==> src/rtl/bridge_pkg.sv <==
// Shared AHB-to-APB bridge definitions: FSM state encoding, HTRANS codes,
// APB slave address windows and the one-hot slave-select decode.
package bridge_pkg;

    typedef enum logic [2:0] {
        ST_IDLE     = 3'd0,
        ST_WWAIT    = 3'd1,
        ST_READ     = 3'd2,
        ST_WRITE    = 3'd3,
        ST_WRITEP   = 3'd4,
        ST_RENABLE  = 3'd5,
        ST_WENABLE  = 3'd6,
        ST_WENABLEP = 3'd7
    } state_e;

    localparam logic [1:0] HTRANS_NONSEQ = 2'b10;
    localparam logic [1:0] HTRANS_SEQ    = 2'b11;

    localparam logic [31:0] S0_BASE  = 32'h8000_0000;
    localparam logic [31:0] S1_BASE  = 32'h8400_0000;
    localparam logic [31:0] S2_BASE  = 32'h8800_0000;
    localparam logic [31:0] S2_LIMIT = 32'h8C00_0000;

    localparam logic [2:0] SEL_S0 = 3'b001;
    localparam logic [2:0] SEL_S1 = 3'b010;
    localparam logic [2:0] SEL_S2 = 3'b100;

    // Addresses outside the bridge window select no slave at all.
    function automatic logic [2:0] decode_sel(input logic [31:0] addr);
        logic [2:0] sel;
        sel = 3'b000;
        if (addr >= S0_BASE && addr < S1_BASE) begin
            sel = SEL_S0;
        end else if (addr >= S1_BASE && addr < S2_BASE) begin
            sel = SEL_S1;
        end else if (addr >= S2_BASE && addr < S2_LIMIT) begin
            sel = SEL_S2;
        end
        return sel;
    endfunction

endpackage

==> src/rtl/apb_master_fsm.sv <==
// APB-side sequencer of the AHB-to-APB bridge: setup/access phases, one pending
// pipelined write. Define APB_PREADY_EN to add pready-based access-phase wait states.
module apb_master_fsm
    import bridge_pkg::*;
#(
    parameter int ADDR_W = 32,
    parameter int DATA_W = 32,
    parameter int NSLV   = 3
) (
    input  logic              hclk,
    input  logic              hreset,
    input  logic              valid,
    input  logic              hwrite,
    input  logic              hwrite_reg,
    input  logic [ADDR_W-1:0] haddr,
    input  logic [ADDR_W-1:0] haddr1,
    input  logic [ADDR_W-1:0] haddr2,
    input  logic [DATA_W-1:0] hwdata,
    input  logic [DATA_W-1:0] hwdata1,
    input  logic [NSLV-1:0]   temp_selx,
`ifdef APB_PREADY_EN
    input  logic              pready,
`endif
    output logic              pwrite,
    output logic              penable,
    output logic [NSLV-1:0]   pselx,
    output logic [ADDR_W-1:0] paddr,
    output logic [DATA_W-1:0] pwdata,
    output logic              hreadyout
);

    state_e              state_q, state_d;
    logic                pwrite_q, pwrite_d;
    logic                penable_q, penable_d;
    logic                hready_q, hready_d;
    logic [NSLV-1:0]     pselx_q, pselx_d;
    logic [ADDR_W-1:0]   paddr_q, paddr_d;
    logic [DATA_W-1:0]   pwdata_q, pwdata_d;
    logic [ADDR_W-1:0]   wr_addr;
    logic [DATA_W-1:0]   wr_data;
    logic                access_done;

`ifdef APB_PREADY_EN
    assign access_done = pready;
`else
    assign access_done = 1'b1;
`endif

    always_comb begin
        state_d   = state_q;
        pwrite_d  = pwrite_q;
        penable_d = penable_q;
        hready_d  = hready_q;
        pselx_d   = pselx_q;
        paddr_d   = paddr_q;
        pwdata_d  = pwdata_q;
        wr_addr   = haddr1;
        wr_data   = hwdata;

        case (state_q)
            ST_IDLE: begin
                if (valid) state_d = hwrite ? ST_WWAIT : ST_READ;
            end
            ST_WWAIT:  state_d = valid ? ST_WRITEP : ST_WRITE;
            ST_READ:   state_d = ST_RENABLE;
            ST_WRITE:  state_d = ST_WENABLE;
            ST_WRITEP: state_d = ST_WENABLEP;
            ST_RENABLE, ST_WENABLE: begin
                if (access_done) begin
                    if (valid) state_d = hwrite ? ST_WWAIT : ST_READ;
                    else       state_d = ST_IDLE;
                end
            end
            ST_WENABLEP: begin
                // The absorbed write's address/data are now two/one cycles old.
                wr_addr = haddr2;
                wr_data = hwdata1;
                if (access_done) begin
                    if (!hwrite_reg) state_d = ST_READ;
                    else             state_d = valid ? ST_WRITEP : ST_WRITE;
                end
            end
            default: state_d = ST_IDLE;
        endcase

        case (state_d)
            ST_IDLE, ST_WWAIT: begin
                pselx_d   = '0;
                penable_d = 1'b0;
                hready_d  = 1'b1;
            end
            ST_READ: begin
                pselx_d   = temp_selx;
                paddr_d   = haddr;
                pwrite_d  = 1'b0;
                penable_d = 1'b0;
                hready_d  = 1'b0;
            end
            ST_WRITE, ST_WRITEP: begin
                pselx_d   = NSLV'(decode_sel(32'(wr_addr)));
                paddr_d   = wr_addr;
                pwdata_d  = wr_data;
                pwrite_d  = 1'b1;
                penable_d = 1'b0;
                hready_d  = 1'b0;
            end
            default: begin
                penable_d = 1'b1;
                hready_d  = 1'b1;
            end
        endcase
    end

    always_ff @(posedge hclk or posedge hreset) begin
        if (hreset) begin
            state_q   <= ST_IDLE;
            pwrite_q  <= 1'b0;
            penable_q <= 1'b0;
            hready_q  <= 1'b1;
            pselx_q   <= '0;
            paddr_q   <= '0;
            pwdata_q  <= '0;
        end else begin
            state_q   <= state_d;
            pwrite_q  <= pwrite_d;
            penable_q <= penable_d;
            hready_q  <= hready_d;
            pselx_q   <= pselx_d;
            paddr_q   <= paddr_d;
            pwdata_q  <= pwdata_d;
        end
    end

    assign pwrite  = pwrite_q;
    assign penable = penable_q;
    assign pselx   = pselx_q;
    assign paddr   = paddr_q;
    assign pwdata  = pwdata_q;
`ifdef APB_PREADY_EN
    // A stalled access phase must also stall the AHB master.
    assign hreadyout = hready_q & (pready | ~penable_q);
`else
    assign hreadyout = hready_q;
`endif

endmodule
==> config.mk <==
export PLATFORM = sky130hd
export DESIGN_NAME = apb_master_fsm
export DESIGN_NICKNAME = d
export VERILOG_FILES = /design/src/rtl/bridge_pkg.sv /design/src/rtl/apb_master_fsm.sv
export SDC_FILE = /design/constraint.sdc
export NUM_CORES = 1
export LEC_CHECK = 0
export CAP_MARGIN = 20
export CORE_ASPECT_RATIO = 1.2
export CORE_MARGIN = 10
export CORE_UTILIZATION = 34
export CTS_BUF_LIST = sky130_fd_sc_hd__clkbuf_4 sky130_fd_sc_hd__clkbuf_8 sky130_fd_sc_hd__clkbuf_16
export CTS_CLUSTER_DIAMETER = 40
export DETAILED_ROUTE_END_ITERATION = 8
export PLACE_DENSITY_LB_ADDON = 0.3
export SLEW_MARGIN = 20
export SYNTH_ARGS = -nofsm -noshare
export SYNTH_HDL_FRONTEND = slang
export SYNTH_SLANG_ARGS = --single-unit
==> constraint.sdc <==
create_clock -name hclk -period 2 [get_ports hclk]
set_clock_uncertainty 0.2 [all_clocks]
set_input_delay 0.2 -clock hclk [delete_from_list [all_inputs] [get_ports hclk]]
set_output_delay 0.2 -clock hclk [all_outputs]
set_load 0.05 [all_outputs]
After elaboration in Yosys (flattened, before gate mapping)
Cells that the tools add are included.
W data, S select, Z words.
{"block": "word_totals", "output_inout_bits": 70, "word_cells": 52, "input_bits": 168, "regBits": 73}
{"block": "op_classes", "n_mux": 16, "n_eq_ne": 11, "reduce_logical": 12, "order_cmp": 6}
{"cell": "$ge A32 B32 Y1 const B", "n": 3}
{"cell": "$lt A32 B32 Y1 const B", "n": 3}
{"cell": "$mux W32", "n": 2}
{"cell": "$pmux W32 S2", "n": 1}
{"cell": "$pmux W3 S7", "n": 1}
{"cell": "$mux W3", "n": 6}
{"cell": "$eq A3 B3 Y1 const B", "n": 5}
{"cell": "$eq A3 B2 Y1 const B", "n": 4}
{"cell": "$pmux W3 S3", "n": 1}
{"cell": "$eq A3 B1 Y1 const B", "n": 2}
{"cell": "$logic_not A3 Y1", "n": 2}
{"cell": "$reduce_or A2 Y1", "n": 3}
{"cell": "$reduce_or A5 Y1", "n": 1}
{"cell": "$mux W2", "n": 2}
{"cell": "$logic_and A1 B1 Y1", "n": 3}
{"cell": "$reduce_bool A3 Y1", "n": 1}
{"cell": "$reduce_or A3 Y1", "n": 1}
{"cell": "$mux W1", "n": 2}
{"cell": "$pmux W1 S2", "n": 1}
{"cell": "$reduce_bool A2 Y1", "n": 1}

Logic depth before layout (Yosys ltp)
{"block": "logic_depth", "depth_word": 8, "depth_mapped": 8, "ltp_nobuf": 6}

Worst setup path after synthesis
No wires, ideal clock.
{"block": "synth_path", "path_type": "flip-flop to flip-flop", "startpoint": "register state_q[0]", "endpoint": "register pselx_q[1], in the netlist pselx[1]", "path_buffers": 1, "setup_time_ns": 0.126, "t_arrival_ns": 1.691, "required_ns": 1.674, "slack_ns": -0.018, "stages_incl_launch_ff": 8, "period_less_slack_ns": 2.018, "path_cell_list": "dfrtp_1 buf_4 nor3b_1 a31oi_1 o221a_4 inv_2 mux2_4 a221o_1"}
{"block": "synth_via", "elab_chain_cells": 7, "word_cells_on_any_way": 29, "classes_between": "order compare (4); eq/ne (11); mux (6); reduce/logical (8)"}
{"element": "start: declaration", "line": "apb_master_fsm.sv:32", "rtl": "state_e state_q, state_d;"}
{"element": "start signal: assignment", "line": "apb_master_fsm.sv:124", "rtl": "state_q <= state_d;"}
{"element": "$eq A3 B3 Y1", "line": "apb_master_fsm.sv:60", "rtl": "case (state_q)"}
{"element": "$mux W32", "line": "apb_master_fsm.sv:60"}
{"element": "$ge A32 B32 Y1 or $lt A32 B32 Y1 (tied branches)", "line": "bridge_pkg.sv:34", "rtl": "end else if (addr >= S1_BASE && addr < S2_BASE) begin"}
{"element": "$logic_and A1 B1 Y1", "line": "bridge_pkg.sv:34"}
{"element": "$mux W3", "line": "bridge_pkg.sv:34"}
{"element": "$mux W3", "line": "bridge_pkg.sv:32", "rtl": "if (addr >= S0_BASE && addr < S1_BASE) begin"}
{"element": "$pmux W3 S3", "line": "apb_master_fsm.sv:86", "rtl": "case (state_d)"}
{"element": "end signal: assignment", "line": "apb_master_fsm.sv:128", "rtl": "pselx_q <= pselx_d;"}
{"element": "end: declaration", "line": "apb_master_fsm.sv:36", "rtl": "logic [NSLV-1:0] pselx_q, pselx_d;"}
Parallel ways exist; a longest one is shown, timed or not.
A chain may end at the register's enable or synchronous reset.

Final worst setup path
{"block": "layout_path", "startpoint": "register state_q[2]", "endpoint": "register pselx_q[1], in the netlist pselx[1]"}
The elaborated chain is that of the path after synthesis.

==> load_flow_metrics.sql <==
INSERT INTO impl_metrics (metric_group, metric, value, unit) VALUES
('timing', 'setup_repair_after_global_routing_missed_its_margin', 'true', ''),
('critical_path', 'timing_worst_setup_path_type', 'flip-flop to flip-flop', ''),
('global_route', 'track_usage', '18.9', '%'),
('synthesis', 'synth.lib_cells_used.distinct', '49', ''),
('placement', 'hpwlAfterDp', '12400', 'um'),
('placement', 'finalWeightedCongestion', '0.844', ''),
('timing', 'max_freq', '496', 'MHz'),
('drt', 'detail_route.vias_per_cell', '5.06', ''),
('timing', 'max-slew-margin-rel', '63.4', '%'),
('pwr', 'power', '12.8', 'mW'),
('timing', 'setup_violations', '1', ''),
('critical_path', 'worstReg2RegStart', 'state_q[2]$_DFF_PP0_', ''),
('drt', 'antenna_violating_nets_left', '0', ''),
('synthesis', 'synth_top_cells_by_area', 'sky130_fd_sc_hd__dfrtp_1 (47%), sky130_fd_sc_hd__nand2_1 (13%), sky130_fd_sc_hd__o221a_2 (7.9%)', ''),
('synthesis', 'synthCells', '444', ''),
('timing', 'worstMarginPinSlew', '547', 'ps'),
('critical_path', 'setup.worst_path.start_class', 'flip-flop', ''),
('drt', 'dr.first_iter.drc_count', '199', ''),
('drt', 'drc_errors', '0', ''),
('synthesis', 'synth-seq-cells', '73', ''),
('critical_path', 'path_max_fanout', '6', ''),
('synthesis', 'synthDominantCellAreaShare', '46.9', '%'),
('synthesis', 'synthesis.nets', '612', ''),
('critical_path', 'path_delay_family', 'compound AO/OA/AOI/OAI gates', ''),
('critical_path', 'setup.reg_to_reg.worst_slack', '-20', 'ps'),
('cells_and_area', 'post_route_cells_drive_above_1_share', '19.2', '%'),
('synthesis', 'yosys.area.top_type', 'sky130_fd_sc_hd__dfrtp_1', ''),
('timing', 'hold_viol_final', '0', ''),
('global_route', 'gr_overflow_total', '0', ''),
('clocking', 'cts_made_buffers', '9', ''),
('floorplan', 'coreArea', '11000', 'um^2'),
('global_route', 'antenna_violations_before_repair', '0', ''),
('global_route', 'grt_first_pass_wirelength', '23500', 'um'),
('drt', 'detailroute.via_count', '4248', ''),
('floorplan', 'rows', '42', ''),
('critical_path', 'cp-end-kind', 'flip-flop', ''),
('drt', 'drt_pre_antenna_iters', '4', ''),
('pwr', 'peakVddDrop', '875', 'uV'),
('synthesis', 'yosys-top-cells-count', 'sky130_fd_sc_hd__nand2_1 (137), sky130_fd_sc_hd__dfrtp_1 (72), sky130_fd_sc_hd__nor2_1 (41)', ''),
('critical_path', 'critical-path-slowest-cell', 'sky130_fd_sc_hd__dfrtp_2', ''),
('run', 'maxCapViolCount', '0', ''),
('cells_and_area', 'antenna_cells_inserted', '0', ''),
('clocking', 'cts.clk_slew.worst_paths', '60', 'ps'),
('clocking', 'clkSinkCount', '73', ''),
('placement', 'preCtsSetupSlack', '-476', 'ps'),
('outcome', 'run_status', 'finished, violations left', ''),
('timing', 'timing.final.crit_period', '2020', 'ps'),
('clocking', 'max-clock-path-buffers', '2', ''),
('clocking', 'cts_tree', 'yes', ''),
('synthesis', 'synth_flop_cell', 'sky130_fd_sc_hd__dfrtp_1', ''),
('pwr', 'power_share_of_the_clock_group', '13.6', '%'),
('floorplan', 'floorplan.io_pins', '238', ''),
('synthesis', 'syn_area_per_cell', '8.66', 'um^2'),
('global_route', 'globalRoute.busiestLayer', 'met2', ''),
('cells_and_area', 'layout-area-overhead-vs-synth', '83.0', '%'),
('critical_path', 'worstReg2RegEnd', 'pselx[1]$_DFFE_PP0P_', ''),
('placement', 'cell_count_after_placement', '818', ''),
('timing', 'setup_ws', '-16.1', 'ps'),
('outcome', 'failed_checks', 'negative setup slack', ''),
('synthesis', 'synth_area', '3840', 'um^2'),
('floorplan', 'floorplan.die.width', '117', 'um'),
('synthesis', 'ys_seq_area_share', '47.6', '%'),
('cells_and_area', 'utilization_after_layout', '63.7', '%'),
('global_route', 'global_routing_met3_resource_utilization', '7.54', '%'),
('pwr', 'combinationalPowerShare', '65.5', '%'),
('timing', 'period_share', '101', '%'),
('cells_and_area', 'instances_no_fill', '840', ''),
('timing', 'totalNegativeSetupSlack', '-16.1', 'ps'),
('floorplan', 'fp.dieArea', '16000', 'um^2'),
('critical_path', 'timing.critical_path.cells', 'buf_6, nand2b_4, a21boi_2, o221a_4, inv_4, mux2_4, a221o_1', ''),
('pwr', 'internal_power', '6.75', 'mW');
state kept, by name, indices dropped and copies added, names as in the netlist:
signal,count
pwdata,32
penable,1
pwrite,1
state_q,3
paddr,32
hreadyout,1
pselx,3
placed cells by master, fill, tap and decap left out, types with 2 or more instances in the layout:
master,count
sky130_fd_sc_hd__clkinv_2,2
sky130_fd_sc_hd__nor2_1,40
sky130_fd_sc_hd__a211oi_1,2
sky130_fd_sc_hd__clkbuf_16,9
sky130_fd_sc_hd__nor3_1,2
sky130_fd_sc_hd__dfrtp_1,70
sky130_fd_sc_hd__and3_2,2
sky130_fd_sc_hd__or4b_1,2
sky130_fd_sc_hd__o21ai_0,5
sky130_fd_sc_hd__nand3_1,32
sky130_fd_sc_hd__o221a_2,27
sky130_fd_sc_hd__clkdlybuf4s50_1,219
sky130_fd_sc_hd__bufinv_16,2
sky130_fd_sc_hd__buf_4,53
sky130_fd_sc_hd__nor4b_1,2
sky130_fd_sc_hd__nand2_1,137
sky130_fd_sc_hd__a31oi_1,33
sky130_fd_sc_hd__buf_12,7
sky130_fd_sc_hd__dfrtp_2,2
sky130_fd_sc_hd__nor2b_1,2
sky130_fd_sc_hd__inv_1,5
sky130_fd_sc_hd__buf_6,4
sky130_fd_sc_hd__nor4_2,3
sky130_fd_sc_hd__mux2i_1,5
what timing repair did:
action,in CTS,in global routing
setup buffers,6,0
hold buffers,0,0
gates resized for setup,15,11
pin swaps,3,6
endpoints found under the setup margin,33,34
power groups by stage:
stage / sequential, mW / combinational [mW] / clock, mW
3_3_place_gp: 2.69 / 7.99 / 0
4_1_cts: 2.68 / 8.38 / 1.78
6_report: 2.68 / 8.41 / 1.75
2_1_floorplan: 5.02 / 2.85 / 0
3_5_place_dp: 2.71 / 8.14 / 0
5_1_grt: 2.78 / 8.93 / 1.85
cell families (layout without fill, tap and decap cells):
logic type             after synthesis  after routing  synth area share [%]
buffers and inverters               43            307                  5.50
muxes                                7              7                  1.95
AOI/OAI and AO/OA                   86             86                  19.0
DFF                                 73             73                  47.6
and+or+nand+nor                    235            235                  26.0
per-layer routing:
| layer | wire, um | share of wire [%] |
|---|---|---|
| met1 | 5750 | 37 |
| met2 | 8130 | 52 |
| met3 | 1480 | 9.5 |
| met4 | 279 | 1.8 |
| met5 | 0 | 0 |
worst max path at each step:
stage,slack (ps),end,depth (start not counted),start
2_1_floorplan,1,pselx[1]$_DFFE_PP0P_,7,state_q[0]$_DFF_PP0_
3_3_place_gp,-320,pselx[1]$_DFFE_PP0P_,7,valid
3_5_place_dp,-480,paddr[29]$_DFFE_PP0N_,8,valid
4_1_cts,-30,pselx[1]$_DFFE_PP0P_,7,state_q[2]$_DFF_PP0_
5_1_grt,-90,pselx[1]$_DFFE_PP0P_,7,state_q[2]$_DFF_PP0_
6_report,-20,pselx[1]$_DFFE_PP0P_,7,state_q[2]$_DFF_PP0_
worst register-to-register path, stage by stage (launching register included):
cell and delay [ps]:
sky130_fd_sc_hd__dfrtp_2 430, sky130_fd_sc_hd__buf_6 120, sky130_fd_sc_hd__nand2b_4 50, sky130_fd_sc_hd__a21boi_2 150, sky130_fd_sc_hd__o221a_4 280, sky130_fd_sc_hd__inv_4 80, sky130_fd_sc_hd__mux2_4 300, sky130_fd_sc_hd__a221o_1 310
area by class of cell:
cell class	instances	area, um^2
clock buffers	11	246
fillers	914	4000
well taps	132	165
multi-input cells	328	1900
flip-flops and latches	73	1830
clock inverters	5	78.8
repair buffers	284	2780
inverters	7	32.5
stage by stage:
step / area, um^2 / hold slack [ps]
6_report: 7030 / 17.0
5_1_grt: 7030 / 59.3
4_1_cts: 6980 / 22.2
3_5_place_dp: 6560 / 270
3_3_place_gp: 6560 / 271
2_1_floorplan: 3850 / 128
Power figures use the tool's default switching activity.
